`config.mk`:
```
export PLATFORM = sky130hd
export DESIGN_NAME = scratchpad_backdoor_port
export DESIGN_NICKNAME = d
export VERILOG_FILES = /design/src/rtl/cep_scratchpad_bd_pkg.sv /design/src/rtl/scratchpad_bd_arb.sv /design/src/rtl/scratchpad_backdoor_port.sv
export SDC_FILE = /design/constraint.sdc
export NUM_CORES = 1
export LEC_CHECK = 0
export ABC_CLOCK_PERIOD_IN_PS = 1600
export CORE_AREA = 2 2 191 193
export CTS_BUF_LIST = sky130_fd_sc_hd__clkbuf_8
export CTS_CLUSTER_DIAMETER = 30
export DETAILED_ROUTE_END_ITERATION = 7
export DIE_AREA = 0 0 193 195
export DONT_BUFFER_PORTS = 1
export SYNTH_ARGS = -nofsm -noshare
export SYNTH_HDL_FRONTEND = slang
export SYNTH_SLANG_ARGS = --single-unit
```
`constraint.sdc`:
```
create_clock -name clk -period 1.6 [get_ports clk]
set_input_delay 0 -clock clk [delete_from_list [all_inputs] [get_ports clk]]
set_output_delay 0 -clock clk [all_outputs]
set_load 0.01 [all_outputs]
```
`src/rtl/cep_scratchpad_bd_pkg.sv`:
```
// Shared types and constants for the scratchpad backdoor port.
package cep_scratchpad_bd_pkg;

    localparam int unsigned BD_WORD_BYTES = 8;
    localparam int unsigned BD_ADDR_WIDTH = 32;
    localparam int unsigned BD_DATA_WIDTH = 64;

    typedef enum logic [1:0] {
        StIdle,
        StArb,
        StRdata,
        StRsp
    } bd_state_e;

    typedef struct packed {
        logic                     we;
        logic [BD_ADDR_WIDTH-1:0] addr;
        logic [BD_DATA_WIDTH-1:0] wdata;
    } bd_req_t;

    // Starvation counter width; at least one bit so a limit of 0 still elaborates.
    function automatic int unsigned starve_cnt_width(input int unsigned limit);
        return (limit < 1) ? 1 : $clog2(limit + 1);
    endfunction

endpackage

```
`src/rtl/scratchpad_bd_arb.sv`:
```
// Functional-vs-backdoor grant select with a saturating starvation counter.
module scratchpad_bd_arb
    import cep_scratchpad_bd_pkg::*;
#(
    parameter int unsigned STARVE_LIMIT = 4
) (
    input  logic clk,
    input  logic rst_n,
    input  logic bd_pending_i,
    input  logic fn_req_i,
    output logic bd_issue_o,
    output logic fn_gnt_o
);

    localparam int unsigned CntW = starve_cnt_width(STARVE_LIMIT);
    localparam logic [CntW-1:0] Limit = CntW'(STARVE_LIMIT);

    logic [CntW-1:0] starve_cnt_q, starve_cnt_d;

    assign bd_issue_o = bd_pending_i & (~fn_req_i | (starve_cnt_q >= Limit));
    assign fn_gnt_o   = fn_req_i & ~bd_issue_o;

    always_comb begin
        starve_cnt_d = starve_cnt_q;
        if (bd_issue_o) begin
            starve_cnt_d = '0;
        end else if (bd_pending_i && fn_req_i && (starve_cnt_q < Limit)) begin
            starve_cnt_d = starve_cnt_q + CntW'(1);
        end
    end

    always_ff @(posedge clk) begin
        if (!rst_n) begin
            starve_cnt_q <= '0;
        end else begin
            starve_cnt_q <= starve_cnt_d;
        end
    end

endmodule

```
`src/rtl/scratchpad_backdoor_port.sv`:
```
// Backdoor valid/ready responder sharing the scratchpad SRAM with the functional port.
// Optional address range check enabled by SCRATCHPAD_BD_RANGE_CHECK_EN.
module scratchpad_backdoor_port
    import cep_scratchpad_bd_pkg::*;
#(
    parameter int unsigned ADDR_WIDTH   = 32,
    parameter int unsigned DATA_WIDTH   = 64,
    parameter int unsigned MEM_DEPTH    = 65536,
    parameter int unsigned STARVE_LIMIT = 4
) (
    input  logic                         clk,
    input  logic                         rst_n,
    input  logic                         fn_req_i,
    input  logic                         fn_we_i,
    input  logic [ADDR_WIDTH-1:0]        fn_addr_i,
    input  logic [DATA_WIDTH-1:0]        fn_wdata_i,
    input  logic [DATA_WIDTH/8-1:0]      fn_mask_i,
    output logic                         fn_gnt_o,
    output logic                         fn_rvalid_o,
    output logic [DATA_WIDTH-1:0]        fn_rdata_o,
    input  logic                         bd_req_valid_i,
    output logic                         bd_req_ready_o,
    input  logic                         bd_we_i,
    input  logic [ADDR_WIDTH-1:0]        bd_addr_i,
    input  logic [DATA_WIDTH-1:0]        bd_wdata_i,
    output logic                         bd_rsp_valid_o,
    input  logic                         bd_rsp_ready_i,
    output logic [DATA_WIDTH-1:0]        bd_rdata_o,
    output logic                         bd_rsp_err_o,
    output logic                         mem_req_o,
    output logic                         mem_we_o,
    output logic [$clog2(MEM_DEPTH)-1:0] mem_addr_o,
    output logic [DATA_WIDTH-1:0]        mem_wdata_o,
    output logic [DATA_WIDTH/8-1:0]      mem_mask_o,
    input  logic [DATA_WIDTH-1:0]        mem_rdata_i
);

    localparam int unsigned IdxW     = $clog2(MEM_DEPTH);
    localparam int unsigned ByteOffW = $clog2(BD_WORD_BYTES);

    bd_state_e             state_q, state_d;
    bd_req_t               req_q, req_d;
    logic [DATA_WIDTH-1:0] rdata_q, rdata_d;
    logic                  err_q, err_d;
    logic                  fn_rvalid_q;

    logic bd_accept;
    logic bd_oor;
    logic bd_pending;
    logic bd_issue;
    logic fn_gnt;
    logic unused_addr;

    assign bd_accept  = bd_req_valid_i & bd_req_ready_o;
    assign bd_pending = rst_n & (state_q == StArb);

`ifdef SCRATCHPAD_BD_RANGE_CHECK_EN
    logic [ADDR_WIDTH-1:0] bd_word_full;
    assign bd_word_full = ADDR_WIDTH'(bd_addr_i >> ByteOffW);
    assign bd_oor       = (bd_word_full >= ADDR_WIDTH'(MEM_DEPTH));
`else
    // Index wraps by truncation; MEM_DEPTH is expected to be a power of two.
    assign bd_oor = 1'b0;
`endif

    scratchpad_bd_arb #(
        .STARVE_LIMIT (STARVE_LIMIT)
    ) u_arb (
        .clk          (clk),
        .rst_n        (rst_n),
        .bd_pending_i (bd_pending),
        .fn_req_i     (fn_req_i),
        .bd_issue_o   (bd_issue),
        .fn_gnt_o     (fn_gnt)
    );

    always_ff @(posedge clk) begin
        if (!rst_n) begin
            state_q     <= StIdle;
            req_q       <= '0;
            rdata_q     <= '0;
            err_q       <= 1'b0;
            fn_rvalid_q <= 1'b0;
        end else begin
            state_q     <= state_d;
            req_q       <= req_d;
            rdata_q     <= rdata_d;
            err_q       <= err_d;
            fn_rvalid_q <= fn_gnt_o & ~fn_we_i;
        end
    end

    always_comb begin
        state_d = state_q;
        req_d   = req_q;
        rdata_d = rdata_q;
        err_d   = err_q;
        unique case (state_q)
            StIdle: begin
                if (bd_accept) begin
                    req_d.we    = bd_we_i;
                    req_d.addr  = BD_ADDR_WIDTH'(bd_addr_i);
                    req_d.wdata = BD_DATA_WIDTH'(bd_wdata_i);
                    rdata_d     = '0;
                    err_d       = bd_oor;
                    state_d     = bd_oor ? StRsp : StArb;
                end
            end
            StArb: begin
                if (bd_issue) begin
                    state_d = req_q.we ? StRsp : StRdata;
                end
            end
            StRdata: begin
                rdata_d = mem_rdata_i;
                state_d = StRsp;
            end
            StRsp: begin
                if (bd_rsp_ready_i) begin
                    state_d = StIdle;
                end
            end
            default: state_d = StIdle;
        endcase
    end

    always_comb begin
        bd_req_ready_o = rst_n & (state_q == StIdle);
        bd_rsp_valid_o = (state_q == StRsp);
        bd_rdata_o     = rdata_q;
        bd_rsp_err_o   = err_q;
        fn_gnt_o       = rst_n & fn_gnt;
        fn_rvalid_o    = fn_rvalid_q;
        fn_rdata_o     = mem_rdata_i;
        if (bd_issue) begin
            mem_req_o   = 1'b1;
            mem_we_o    = req_q.we;
            mem_addr_o  = req_q.addr[ByteOffW +: IdxW];
            mem_wdata_o = DATA_WIDTH'(req_q.wdata);
            mem_mask_o  = '1;
        end else begin
            mem_req_o   = fn_gnt_o;
            mem_we_o    = fn_we_i;
            mem_addr_o  = fn_addr_i[ByteOffW +: IdxW];
            mem_wdata_o = fn_wdata_i;
            mem_mask_o  = fn_mask_i;
        end
    end

    // Byte-offset and wrapped high address bits are intentionally ignored.
    assign unused_addr = ^{fn_addr_i, req_q.addr};

endmodule

```
==> impl_metrics.toml <==
[cells_and_area]
final_cells = 1422
area_growth_syn_to_layout_pct = 41.32
final_layout_size_suffix_gt1_share_pct = 20.44
nets = 1218
mostFrequentLayoutCells = "210 x nand3_1, 162 x nand2_1, 152 x dlygate4sd3_1"
final_common_cell = "nand3_1"

[logic_synthesis]
syn_area_per_cell_um2 = 8.342
synth_fp_nets = 1130
syn-cell-area_mm2 = 0.007116
synth_area_leader_cell = "dfxtp_1"
yosysWarnings = 0
syn_inst = 853
netlist.area_leader.share_pct = 42.48
seq_area_frac_synth_pct = 42.48
synth_seq_cells = 151
synthTopCellsByArea = "dfxtp_1 42%, nand3_1 15%, mux2_2 13%"
synth_cell_types = 29

[min_path]
min_path_type = "in -> out"

[sta]
slew_headroom_pct = 63.94
max_freq_mhz = 492.9
min_period_over_period_pct = 126.8
layout_min_cycle_time_ns = 2.029
finalClockSkew_ns = 0.008567
rsz0062_at_grt = "yes"
hold_viol_final = 0
drv_slew = 0
tightest_slew_ns = 0.5409
setup-violations-final = 90
final.setup.worst_slack_ns = -0.4288

[die]
initial_core_util_pct = 20.10
die_area_mm2 = 0.03764
fp.dieW_um = 193
row_count = 69
io_pins = 494
fp.dieH_um = 195
core_mm2 = 0.03540

[worst_setup_path]
reg2reg_from = "state_q[1]$_SDFFE_PN0P_"
startpoint_type = "flip-flop"
crit_end = "mem_wdata_o[36]"
rrSetupSlack_ns = 0.01
crit_type = "reg -> out"
startpoint = "state_q[1]$_SDFFE_PN0P_"
crit_required_ns = 1.60
arrival_ns = 2.03
cp-end-kind = "primary output"
reg2reg_to = "u_arb.starve_cnt_q[0]$_SDFFE_PP0P_"
path_max_fanout = 8
reg2regPathDepth = 9

[route]
ant_nets = 0
drc = 0
via_count = 6669
vias_per_cell = 4.690
routedWlPerCell_um = 20.60
dr.pass1.iters = 5
drt_iter0_markers = 329
wl_um = 29300

[clock_tree]
cts-root-buf = "clkbuf_8"
clk_latency_ns = 0.48
clk_pin_slew_ns = 0.09
numClockSinks = 151
htree_levels = 4
numCtsBuffers = 17
cts_buffer_depth = 2
tritoncts = "yes"

[placed_design]
hpwlAfterDp_um = 15830
portBuffers = 0
gp_congestion = 0.7747
pre_cts_ws_ns = -0.05663
dp.cells = 1202

[global_routing]
antenna_found_initial = 7
grt_usage_pct = 13.18
grt_pass1_wl_um = 36870
grt.overflow.total = 0
first_global_vias = 6445
grt_max_degree = 83

[power]
p_leak_nw = 4.201
power.density_mw_per_mm2 = 1332
vdd_ir_drop_max_mv = 0.8336

[run]
max_cap_violations = 0

[outcome]
violations = "setup timing"
status = "complete, but fails checks"
-- worst max-delay path, cell delays in order (launching register included) --
cell and delay [ns]:
dfxtp_2 0.34, inv_2 0.04, buf_6 0.11, ha_4 0.16, o211ai_4 0.10, buf_12 0.15
buf_12 0.13, buf_16 0.16, mux2_4 0.34
-- report_power, final --
| part | total (mW) | switching (mW) | internal [mW] | leakage, nW |
|---|---|---|---|---|
| sequential | 4.95 | 0.511 | 4.44 | 1.23 |
| clock | 2.94 | 1.62 | 1.32 | 0.175 |
| combinational | 5.49 | 2.98 | 2.51 | 2.79 |
| total | 13.4 | 5.12 | 8.27 | 4.20 |
-- synthesized netlist by cell type --
cell	count
nand2_1	162
buf_1	8
a31o_2	1
buf_4	70
a21bo_2	1
mux2_1	1
nor2_1	3
clkbuf_1	23
buf_6	5
nand4_1	1
dfxtp_1	151
a31oi_1	1
inv_2	2
ha_1	6
clkbuf_4	1
nand2b_1	11
buf_2	31
and3_1	3
and2_1	1
a2bb2oi_1	1
a2111oi_0	1
mux2_2	82
o211ai_4	1
nand3_1	212
conb_1	1
a311oi_1	1
nand3b_1	1
inv_1	4
a21oi_1	67
-- sequential cells by signal (all words and copies together) (netlist names) --
register	count
req_q	81
bd_rdata_o	64
u_arb.starve_cnt_q	3
state_q	2
fn_rvalid_o	1
-- layout make-up --
| type | count | area [um^2] |
|---|---|---|
| Antenna cell | 7 | 17.52 |
| Multi-Input combinational cell | 558 | 3586 |
| Fill cell | 3611 | 25340 |
| Tap cell | 461 | 576.8 |
| Timing Repair Buffer | 207 | 2442 |
| Clock inverter | 13 | 121.4 |
| Clock buffer | 19 | 261.5 |
| Inverter | 6 | 25.02 |
| Sequential cell | 151 | 3025 |
-- repair_timing --
item	4_1_cts	5_1_grt
cloned	7	10
endpoints found under the hold margin	151	4
buffers inserted	11	4
hold buffers	152	1
resized for setup	81	34
pin swaps	6	5
endpoints found under the setup margin	93	154
-- stage by stage --
stage	power (mW)	hold slack (ns)	util [%]	TNS [ns]	cell area, um^2
after global placement	8.432	0.00008117	20.22	-0.6305	7158
final	13.39	0.000004113	28.41	-30.56	10060
after floorplan	7.590	0.09128	-	0	7116
after CTS	12.53	0.00007665	27.23	-39.18	9639
after global routing	14.12	0.00001254	28.39	-41.77	10050
after detailed placement	8.517	0.00008133	20.22	-2.709	7158
-- logic make-up (layout without fill, tap and decap cells) --
logic type / count (synthesis) / after routing / synth area share, %
buf+inv: 144 / 245 / 12.41
flops: 151 / 151 / 42.48
simple gates: 394 / 394 / 25.13
compound gates: 74 / 74 / 5.732
mux: 83 / 83 / 13.14
fa+ha+maj: 6 / 6 / 1.055
other cells: 1 / 8 / 0.05270
-- how the worst min path moves through the flow --
stage / from / endpoint / slack (ns) / cells past startpoint
floorplan: fn_we_i / fn_rvalid_o$_SDFF_PN0_ / 0.09 / 1
global placement: mem_rdata_i[9] / fn_rdata_o[9] / 0.00008 / 0
detailed placement: mem_rdata_i[9] / fn_rdata_o[9] / 0.00008 / 0
CTS: mem_rdata_i[9] / fn_rdata_o[9] / 0.00008 / 0
global route: mem_rdata_i[39] / fn_rdata_o[39] / 0.00001 / 0
finish: mem_rdata_i[2] / fn_rdata_o[2] / 0.000004 / 0
-- metal layers --
layer	global-route usage, %	vias up	routed length [um]	share of wire [%]
li1	-	3016	-	-
met1	12.38	3145	10380	35
met2	24.82	435	15110	52
met3	5.140	69	2680	9.1
met4	5.920	4	1092	3.7
met5	0	-	30	0.10
(Power assumes the default switching activity.)
